### src/rtl/exec_pkg.sv
// ---------------------------------------------------------------------------
// exec_pkg
// Shared definitions for the execute datapath:
//   - 7-bit opcode encodings (OP_NOP .. OP_XOR)
//   - FSM state encoding (ST_IDLE, ST_READ, ST_EXEC, ST_WB)
//   - bit positions of N/Z/C/V inside the 4-bit flags word
//   - helper predicates used by the ALU decode
// ---------------------------------------------------------------------------
package exec_pkg;

    localparam logic [6:0] OP_NOP = 7'h00;
    localparam logic [6:0] OP_LI  = 7'h01;
    localparam logic [6:0] OP_ADD = 7'h02;
    localparam logic [6:0] OP_SUB = 7'h03;
    localparam logic [6:0] OP_AND = 7'h04;
    localparam logic [6:0] OP_OR  = 7'h05;
    localparam logic [6:0] OP_XOR = 7'h06;

    typedef enum logic [1:0] {
        ST_IDLE = 2'd0,
        ST_READ = 2'd1,
        ST_EXEC = 2'd2,
        ST_WB   = 2'd3
    } state_t;

    // flags = {N, Z, C, V}
    localparam int FLAG_N = 3;
    localparam int FLAG_Z = 2;
    localparam int FLAG_C = 1;
    localparam int FLAG_V = 0;

    // Arithmetic/logic ops: the only ones that update the condition flags.
    function automatic logic is_alu_op(input logic [6:0] op);
        return (op == OP_ADD) || (op == OP_SUB) || (op == OP_AND) ||
               (op == OP_OR)  || (op == OP_XOR);
    endfunction

endpackage

### src/rtl/exec_datapath_regfile.sv
// ---------------------------------------------------------------------------
// regfile_2r1w
// SIZE x WORDSIZE register file, two combinational read ports, one
// synchronous write port. Register 0 is hardwired to zero: it is never
// written and its read port value is forced to zero.
// Ports:
//   clk, rst        clock / synchronous active-high clear of all entries
//   we, waddr,wdata write port (write happens at the clock edge)
//   raddr1/rdata1   read port 1 (combinational)
//   raddr2/rdata2   read port 2 (combinational)
// ---------------------------------------------------------------------------
module regfile_2r1w #(
    parameter int WORDSIZE = 64,
    parameter int SIZE     = 32,
    localparam int ADDR_W  = $clog2(SIZE)
) (
    input  logic                clk,
    input  logic                rst,
    input  logic                we,
    input  logic [ADDR_W-1:0]   waddr,
    input  logic [WORDSIZE-1:0] wdata,
    input  logic [ADDR_W-1:0]   raddr1,
    output logic [WORDSIZE-1:0] rdata1,
    input  logic [ADDR_W-1:0]   raddr2,
    output logic [WORDSIZE-1:0] rdata2
);

    logic [WORDSIZE-1:0] mem [SIZE];
    logic [SIZE-1:0]     wsel;

    // One-hot write decode; entry 0 never gets a write strobe.
    generate
        for (genvar gi = 0; gi < SIZE; gi++) begin : g_wsel
            if (gi == 0) begin : g_zero
                assign wsel[gi] = 1'b0;
            end else begin : g_entry
                assign wsel[gi] = we && (waddr == ADDR_W'(gi));
            end
        end
    endgenerate

    // The synchronous clear of every entry rules out a RAM macro here;
    // the file is built from flops.
    always_ff @(posedge clk) begin
        if (rst) begin
            for (int i = 0; i < SIZE; i++) begin
                mem[i] <= '0;
            end
        end else begin
            for (int i = 0; i < SIZE; i++) begin
                if (wsel[i]) begin
                    mem[i] <= wdata;
                end
            end
        end
    end

    assign rdata1 = (raddr1 == '0) ? '0 : mem[raddr1];
    assign rdata2 = (raddr2 == '0) ? '0 : mem[raddr2];

endmodule

### src/rtl/exec_datapath.sv
// ---------------------------------------------------------------------------
// exec_datapath
// Execute datapath: instruction latch, 4-state sequencer
// (IDLE -> READ -> EXEC -> WB), ALU and a 2-read/1-write register file.
// One instruction is accepted per valid/ready handshake; its result is
// presented for exactly one cycle (the WB cycle) on res_valid.
//
// Build option: define FLAGS_EN to register N/Z/C/V flags for the
// arithmetic/logic ops; otherwise flags is tied to zero.
//
// Ports:
//   clk, rst              clock / synchronous active-high reset
//   op_valid, op_ready    instruction handshake
//   op_code, rs1, rs2, rd instruction fields
//   rd_in                 immediate for LI (sign-extended)
//   rs1_out, rs2_out      operands captured in READ, held until next READ
//   res_valid             one-cycle result strobe (WB cycle)
//   res_data, res_rd      result value and destination index
//   err                   illegal-opcode strobe, coincident with res_valid
//   flags                 {N,Z,C,V}
// ---------------------------------------------------------------------------
module exec_datapath
    import exec_pkg::*;
#(
    parameter int WORDSIZE = 64,
    parameter int SIZE     = 32,
    parameter int IMM_W    = 32,
    parameter int ADDR_W   = $clog2(SIZE)
) (
    input  logic                clk,
    input  logic                rst,
    input  logic                op_valid,
    output logic                op_ready,
    input  logic [6:0]          op_code,
    input  logic [ADDR_W-1:0]   rs1,
    input  logic [ADDR_W-1:0]   rs2,
    input  logic [ADDR_W-1:0]   rd,
    input  logic [IMM_W-1:0]    rd_in,
    output logic [WORDSIZE-1:0] rs1_out,
    output logic [WORDSIZE-1:0] rs2_out,
    output logic                res_valid,
    output logic [WORDSIZE-1:0] res_data,
    output logic [ADDR_W-1:0]   res_rd,
    output logic                err,
    output logic [3:0]          flags
);

    state_t              state_reg;
    logic [6:0]          op_reg;
    logic [ADDR_W-1:0]   rs1_reg;
    logic [ADDR_W-1:0]   rs2_reg;
    logic [ADDR_W-1:0]   rd_reg;
    logic [IMM_W-1:0]    imm_reg;
    logic                wen_reg;

    logic [WORDSIZE-1:0] rf_rdata1;
    logic [WORDSIZE-1:0] rf_rdata2;
    logic                rf_we;

    logic [WORDSIZE-1:0] add_res;
    logic [WORDSIZE-1:0] sub_res;
    logic [WORDSIZE-1:0] alu_result;
    logic                alu_write;
    logic                alu_err;

    // res_data/res_rd double as the write-back holding register: they are
    // loaded in EXEC and the register file consumes them at the end of WB.
    assign rf_we = (state_reg == ST_WB) && wen_reg;

    regfile_2r1w #(
        .WORDSIZE (WORDSIZE),
        .SIZE     (SIZE)
    ) u_regfile (
        .clk    (clk),
        .rst    (rst),
        .we     (rf_we),
        .waddr  (res_rd),
        .wdata  (res_data),
        .raddr1 (rs1_reg),
        .rdata1 (rf_rdata1),
        .raddr2 (rs2_reg),
        .rdata2 (rf_rdata2)
    );

`ifdef FLAGS_EN
    logic [WORDSIZE:0] add_full;
    logic [WORDSIZE:0] sub_full;
    logic [3:0]        flags_reg;
    logic [3:0]        flags_next;

    // Subtraction as a + ~b + 1 so the carry-out is borrow-not (a >= b).
    assign add_full = {1'b0, rs1_out} + {1'b0, rs2_out};
    assign sub_full = {1'b0, rs1_out} + {1'b0, ~rs2_out} + {{WORDSIZE{1'b0}}, 1'b1};
    assign add_res  = add_full[WORDSIZE-1:0];
    assign sub_res  = sub_full[WORDSIZE-1:0];
`else
    assign add_res  = rs1_out + rs2_out;
    assign sub_res  = rs1_out - rs2_out;
`endif

    always_comb begin
        alu_result = '0;
        alu_write  = 1'b0;
        alu_err    = 1'b0;
        case (op_reg)
            OP_NOP: ;
            OP_LI: begin
                alu_result = WORDSIZE'($signed(imm_reg));
                alu_write  = 1'b1;
            end
            OP_ADD: begin
                alu_result = add_res;
                alu_write  = 1'b1;
            end
            OP_SUB: begin
                alu_result = sub_res;
                alu_write  = 1'b1;
            end
            OP_AND: begin
                alu_result = rs1_out & rs2_out;
                alu_write  = 1'b1;
            end
            OP_OR: begin
                alu_result = rs1_out | rs2_out;
                alu_write  = 1'b1;
            end
            OP_XOR: begin
                alu_result = rs1_out ^ rs2_out;
                alu_write  = 1'b1;
            end
            default: alu_err = 1'b1;
        endcase
    end

`ifdef FLAGS_EN
    always_comb begin
        flags_next = flags_reg;
        if (is_alu_op(op_reg)) begin
            flags_next[FLAG_N] = alu_result[WORDSIZE-1];
            flags_next[FLAG_Z] = (alu_result == '0);
            flags_next[FLAG_C] = 1'b0;
            flags_next[FLAG_V] = 1'b0;
            if (op_reg == OP_ADD) begin
                flags_next[FLAG_C] = add_full[WORDSIZE];
                // Same-sign operands producing an opposite-sign sum.
                flags_next[FLAG_V] = (rs1_out[WORDSIZE-1] == rs2_out[WORDSIZE-1]) &&
                                     (add_res[WORDSIZE-1] != rs1_out[WORDSIZE-1]);
            end else if (op_reg == OP_SUB) begin
                flags_next[FLAG_C] = sub_full[WORDSIZE];
                // Different-sign operands where the difference flips sign of rs1.
                flags_next[FLAG_V] = (rs1_out[WORDSIZE-1] != rs2_out[WORDSIZE-1]) &&
                                     (sub_res[WORDSIZE-1] != rs1_out[WORDSIZE-1]);
            end
        end
    end

    assign flags = flags_reg;
`else
    assign flags = 4'b0;
`endif

    always_ff @(posedge clk) begin
        if (rst) begin
            state_reg <= ST_IDLE;
            op_ready  <= 1'b1;
            op_reg    <= '0;
            rs1_reg   <= '0;
            rs2_reg   <= '0;
            rd_reg    <= '0;
            imm_reg   <= '0;
            wen_reg   <= 1'b0;
            rs1_out   <= '0;
            rs2_out   <= '0;
            res_valid <= 1'b0;
            res_data  <= '0;
            res_rd    <= '0;
            err       <= 1'b0;
`ifdef FLAGS_EN
            flags_reg <= 4'b0;
`endif
        end else begin
            case (state_reg)
                ST_IDLE: begin
                    if (op_valid) begin
                        op_reg    <= op_code;
                        rs1_reg   <= rs1;
                        rs2_reg   <= rs2;
                        rd_reg    <= rd;
                        imm_reg   <= rd_in;
                        op_ready  <= 1'b0;
                        state_reg <= ST_READ;
                    end
                end
                ST_READ: begin
                    rs1_out   <= rf_rdata1;
                    rs2_out   <= rf_rdata2;
                    state_reg <= ST_EXEC;
                end
                ST_EXEC: begin
                    res_data  <= alu_result;
                    res_rd    <= rd_reg;
                    wen_reg   <= alu_write;
                    err       <= alu_err;
                    res_valid <= 1'b1;
`ifdef FLAGS_EN
                    flags_reg <= flags_next;
`endif
                    state_reg <= ST_WB;
                end
                ST_WB: begin
                    res_valid <= 1'b0;
                    err       <= 1'b0;
                    res_data  <= '0;
                    res_rd    <= '0;
                    wen_reg   <= 1'b0;
                    op_ready  <= 1'b1;
                    state_reg <= ST_IDLE;
                end
                default: begin
                    state_reg <= ST_IDLE;
                    op_ready  <= 1'b1;
                end
            endcase
        end
    end

endmodule
### config.mk
export PLATFORM = sky130hd
export DESIGN_NAME = exec_datapath
export DESIGN_NICKNAME = d
export VERILOG_FILES = /design/src/rtl/exec_pkg.sv /design/src/rtl/exec_datapath_regfile.sv /design/src/rtl/exec_datapath.sv
export SDC_FILE = /design/constraint.sdc
export NUM_CORES = 2
export LEC_CHECK = 0
export CAP_MARGIN = 5
export CELL_PAD_IN_SITES_DETAIL_PLACEMENT = 1
export CELL_PAD_IN_SITES_GLOBAL_PLACEMENT = 2
export CORE_ASPECT_RATIO = 1.25
export CORE_UTILIZATION = 32
export DETAILED_ROUTE_END_ITERATION = 6
export GPL_TIMING_DRIVEN = 0
export HOLD_SLACK_MARGIN = 0.06
export PLACE_DENSITY_LB_ADDON = 0.1
export SLEW_MARGIN = 20
export SYNTH_ARGS = -nofsm -noshare
export SYNTH_HDL_FRONTEND = slang
export SYNTH_SLANG_ARGS = --single-unit
export TNS_END_PERCENT = 10
### constraint.sdc
create_clock -name clk -period 4.9 [get_ports clk]
set_input_delay 0.98 -clock clk [delete_from_list [all_inputs] [get_ports clk]]
set_output_delay 0.98 -clock clk [all_outputs]
set_load 0.01 [all_outputs]
Word-level counts from Yosys, hierarchy flattened --
Memory sizes are Yosys's and may differ from the RTL's. A register that Yosys moved wholly into a read port is not among the register bits. Cells that the tools add are included.
Word-level totals: RAM bits 2048, word-level logic and storage cells 278, flip-flop bits (word level) 257, memories 1
Operators by class: multiplexer cells 144, bitwise operators 34, equal/unequal tests 41, add/subtract/negate cells 2, reduce and logical (&&, ||, !) cells 42
Memories:
- u_regfile.mem | words 32, bits a word 64, read ports 2, clocked after memory_dff 2, wr ports 32, RTL line exec_datapath_regfile.sv:28 | logic [WORDSIZE-1:0] mem [SIZE];
Operators with widths (number):
- 64-bit two-way mux | 33
- 64-bit case mux with 6 select lines | 1
- 64-bit case mux with 2 select lines | 1
- 1-bit two-way mux | 98
- 5-bit equality test, second input constant | 16
- 64-bit adder | 1
- 64-bit bitwise AND | 1
- 64-bit bitwise OR | 1
- 64-bit subtractor | 1
- 64-bit XOR | 1
- 5-bit by 4-bit equality test with 1-bit output, second input constant | 8
- 1-bit logical AND | 32
- 1-bit bitwise OR | 31
- 7-bit by 3-bit equality test with 1-bit output, second input constant | 3
- 5-bit by 3-bit equality test with 1-bit output, second input constant | 4
- 5-bit two-way mux | 4
- 7-bit by 2-bit equality test with 1-bit output, second input constant | 2
- 5-bit by 2-bit equality test with 1-bit output, second input constant | 2
- 5-bit zero test | 2
- 5-bit case mux with 2 select lines | 1
- 1-bit case mux with 2 select lines | 4
- 2-bit case mux with 4 select lines | 1
- 7-bit by 1-bit equality test with 1-bit output, second input constant | 1
- 7-bit zero test | 1
- other kinds (10) | 13

Logic depth before layout (Yosys ltp) --
depth after elaboration 7, mapped depth 22

By module --
A second synthesis with hierarchy kept.
Second synthesis, totals: cells, all modules 8780, area total of the unflattened synthesis 115393.2 um^2
Modules (own cells, without submodules):
- regfile_2r1w | sequential area each 59577.1 um^2, times used 1, cells an instance 6553, area each 97708.7 um^2
- exec_datapath | sequential area each 5144.9 um^2, times used 1, cells an instance 2227, area each 17684.5 um^2

Worst setup path after synthesis --
No wires, ideal clock.
path type register to register, start reg rs2_out[15], end reg res_data[63], period minus slack after synthesis 4.398 ns, buffers on the path 1, path slack 0.502 ns, stages on the path, launching flop included 22, data arrival time 4.284 ns, cells stage by stage dfxtp_1 -> nor4_2 -> nand3_2 -> or3_1 -> nand3b_1 -> nor2_1 -> nand4_1 -> o21ai_0 -> xnor2_1 -> ha_1 -> clkbuf_1 -> a21o_1 -> a21o_1 -> a221oi_1 -> o21ai_0 -> a21o_1 -> a21oi_1 -> o21bai_1 -> a21oi_1 -> o21ai_0 -> xnor2_1 -> a21o_1
Between the ends: word-level cells in the longest chain between the ends 3, elaborated cells on any way between the ends 4, classes of those cells 2 x add/sub; 2 x mux
RTL lines:
- start: declaration | RTL line exec_datapath.sv:40 | output logic [WORDSIZE-1:0] rs2_out,
- start signal: assignment | RTL line exec_datapath.sv:196 | rs2_out <= rf_rdata2;
- 64-bit subtractor or 64-bit adder (tied branches) | RTL line exec_datapath.sv:98, exec_datapath.sv:97
- 64-bit case mux with 6 select lines * | RTL line exec_datapath.sv:105 | case (op_reg)
- 64-bit case mux with 2 select lines * | RTL line exec_datapath.sv:182 | case (state_reg)
- end signal: assignment | RTL line exec_datapath.sv:200 | res_data <= alu_result;
- end: declaration | RTL line exec_datapath.sv:42 | output logic [WORDSIZE-1:0] res_data,
Every way passes the cells marked *; elsewhere a longest branch is shown, timed or not. A chain may end at the register's enable or synchronous reset.

Final worst setup path --
start reg rs2_out[1], end reg res_data[54]
The elaborated chain is that of the path after synthesis.

==> flow_summary.json <==
{
  "status": "complete, but fails checks",
  "violations": "setup timing",
  "grt-ovfl-total": 0,
  "grt_pass1_wl_mm": 748.5,
  "viasPerCell": 5.980,
  "drtIter0Drc": 9357,
  "synth.avg_cell_area_um2": 15.00,
  "synth_cells": 7633,
  "syn_to_final_growth_pct": 20.05,
  "syn_area_um2": 114500,
  "place.port_buffers": 256,
  "finalNetCount": 8628,
  "synth_cell_type_count": 85,
  "design_area_um2": 137500,
  "layout_setup_ws_ps": -451.3,
  "slew_viol_final": 0,
  "die-area_um2": 360300,
  "power_density_nw_per_um2": 518.7,
  "cp-end-kind": "flip-flop",
  "cts_buffers": 268,
  "drc_errors": 0,
  "start_kind": "flip-flop",
  "dpl_cell_area_um2": 126200,
  "wl_mm": 568.7,
  "fmax_mhz": 186.9,
  "routedWlPerCell_um": 42.65,
  "cts_tree": "built",
  "core_um2": 356200,
  "grt_max_degree": 35,
  "hp-class": "reg2reg",
  "criticalPathCategory": "reg2reg",
  "antenna_left": 0,
  "max-vdd-ir-drop_mv": 0.4907,
  "drive_above_1_share": 0.2782,
  "slew_headroom": 0.09351,
  "rows": 245,
  "largest_register": "u_regfile.mem",
  "io_pins": 261,
  "synth-edff-count": 1984,
  "clk-insertion-delay-late_ps": 980,
  "final-setup-viol-count": 297,
  "die_w_um": 537.1,
  "grt_setup_unrepaired": "yes",
  "worst_pin_slew_ps": 1360,
  "dp_slack_ps": -3283,
  "hold_ws_ps": 472.4,
  "htreeDepth": 5,
  "gp_congestion": 0.8869,
  "p_leak_uw": 0.04515,
  "root_buffer": "clkbuf_16",
  "synthArstFlopShare": 0,
  "synthFlopType": "edfxtp_1",
  "start_util": 0.3215,
  "synth_seq_cells": 2251,
  "cp_max_fo": 8,
  "first_global_vias": 83156,
  "die_h_um": 670.8,
  "drv_cap": 0,
  "cp.required_ps": 5710,
  "finalHoldViolCount": 0,
  "clk_path_buf_depth": 4,
  "final.period_utilization": 1.092,
  "vias": 79741,
  "finClkSkew_ps": 41.10,
  "yosysWarnings": 0,
  "dpl.hpwl_mm": 425.7,
  "ys_seq_area_frac": 0.5669,
  "utilization": 0.3860,
  "clock-sinks": 2251,
  "cts.clk_slew.worst_paths_ps": 70,
  "fin_crit_ps": 5351,
  "finalSetupTns_ps": -27990,
  "grt_use_total": 0.3123,
  "arrival_ps": 6160,
  "first_pass_iters": 7,
  "antenna_found_initial": 52,
  "reg2reg_slack_ps": -450,
  "largest_reg_flops": 1984
}
-- routing by layer --
layer,vias up,share of wire,global-route usage
li1,31391,-,-
met5,-,0.000060,0
met1,43593,0.38,0.3794
met4,8,0.058,0.1752
met2,3710,0.50,0.5250
met3,1039,0.068,0.05256
-- cell usage in the layout (no fill, tap or decap), types with 50 or more instances in the layout --
master | synthesis | routed
buf_2 | 99 | 123
nand2_1 | 227 | 215
ha_1 | 196 | 174
inv_1 | 213 | 209
clkbuf_2 | 0 | 83
clkbuf_16 | 0 | 281
buf_12 | 0 | 50
o21ai_0 | 83 | 69
xnor2_1 | 100 | 91
buf_16 | 0 | 64
nor2_1 | 1178 | 1165
a21oi_1 | 268 | 245
nand2b_1 | 346 | 329
mux4_2 | 1152 | 1152
diode_2 | 0 | 55
clkbuf_1 | 461 | 391
edfxtp_1 | 1984 | 1984
clkdlybuf4s50_1 | 0 | 256
dfxtp_1 | 267 | 254
mux2_2 | 128 | 128
buf_4 | 4 | 95
buf_1 | 173 | 141
a22o_1 | 127 | 127
o211ai_1 | 132 | 132
-- kinds of logic (layout without fill, tap and decap cells) --
group	after synthesis	after routing	share of synthesized area
flops	2251	2251	0.5669
simple gates	1887	1887	0.07261
mux	1305	1305	0.2413
buf+inv	950	1900	0.03235
compound gates	920	920	0.05581
fa+ha+maj	197	197	0.02159
xor+xnor	122	122	0.009396
other cells	1	59	0.00003274
-- final timing paths --
path,from,to,cells after the start
worst max-delay path,rs2_out[1],res_data[54],22
worst min-delay path,imm_reg[18],imm_reg[18],2
worst max register to register,rs2_out[1],res_data[54],22
worst min register to register,imm_reg[18],imm_reg[18],2
-- worst max-delay path, cell delays in order, from the launching register on --
cell and delay [ps]:
dfxtp_4 390, buf_4 160, nor3_4 240, nand3_4 250, nor3_4 250, buf_6 150, nand2_2 90, o31ai_4 510
xnor2_2 200, ha_4 320, a21oi_4 140, o21a_4 210, o211ai_1 150, a211oi_4 550, o221ai_2 240, o21bai_4 260
a31oi_4 120, buf_12 180, buf_6 120, a21oi_4 190, buf_4 150, xor2_1 150, o21ai_1 90
-- report_power, final --
| part | total (uW) | switching, uW | internal (uW) |
|---|---|---|---|
| Clock | 20900 | 8750 | 12100 |
| Sequential | 22500 | 845 | 21600 |
| Combinational | 27900 | 17100 | 10800 |
| Total | 71300 | 26700 | 44600 |
-- through the flow --
step                      power [uW]  cells
final                          71320  13334
after floorplan                36630   7636
after detailed placement       47170  12702
after CTS                      70540  13261
after global placement         46570  12585
after global routing           73240  13289
-- area by class of cell --
cell class | count | area [um^2]
Fill cell | 36000 | 218700
Sequential cell | 2251 | 64950
Multi-Input combinational cell | 4435 | 47380
Clock buffer | 354 | 7435
Timing Repair Buffer | 483 | 6282
Tap cell | 4693 | 5872
Buffer | 722 | 3196
Clock inverter | 128 | 1431
Inverter | 213 | 802.0
Antenna cell | 55 | 137.6
-- synthesized netlist by cell type (47+ instances only) --
library cell,number,share of area
xnor2_1,100,0.0076
buf_1,173,0.0057
a21oi_1,268,0.012
buf_2,99,0.0043
o22ai_1,47,0.0026
edfxtp_1,1984,0.52
nand2b_1,346,0.019
a22o_1,127,0.0097
inv_1,213,0.0070
dfxtp_1,267,0.047
clkbuf_1,461,0.015
nand2_1,227,0.0074
ha_1,196,0.021
mux4_2,1152,0.23
mux2_2,128,0.013
nor2_1,1178,0.039
o21ai_0,83,0.0036
o211ai_1,132,0.0087
-- what timing repair did --
item / CTS / global route
resized for setup: 245 / 73
setup buffers: 91 / 27
endpoints found under the setup margin: 386 / 42
hold buffers: 0 / 0
pin swaps: 86 / 51
Note: power is estimated with default switching activity, not from simulation.
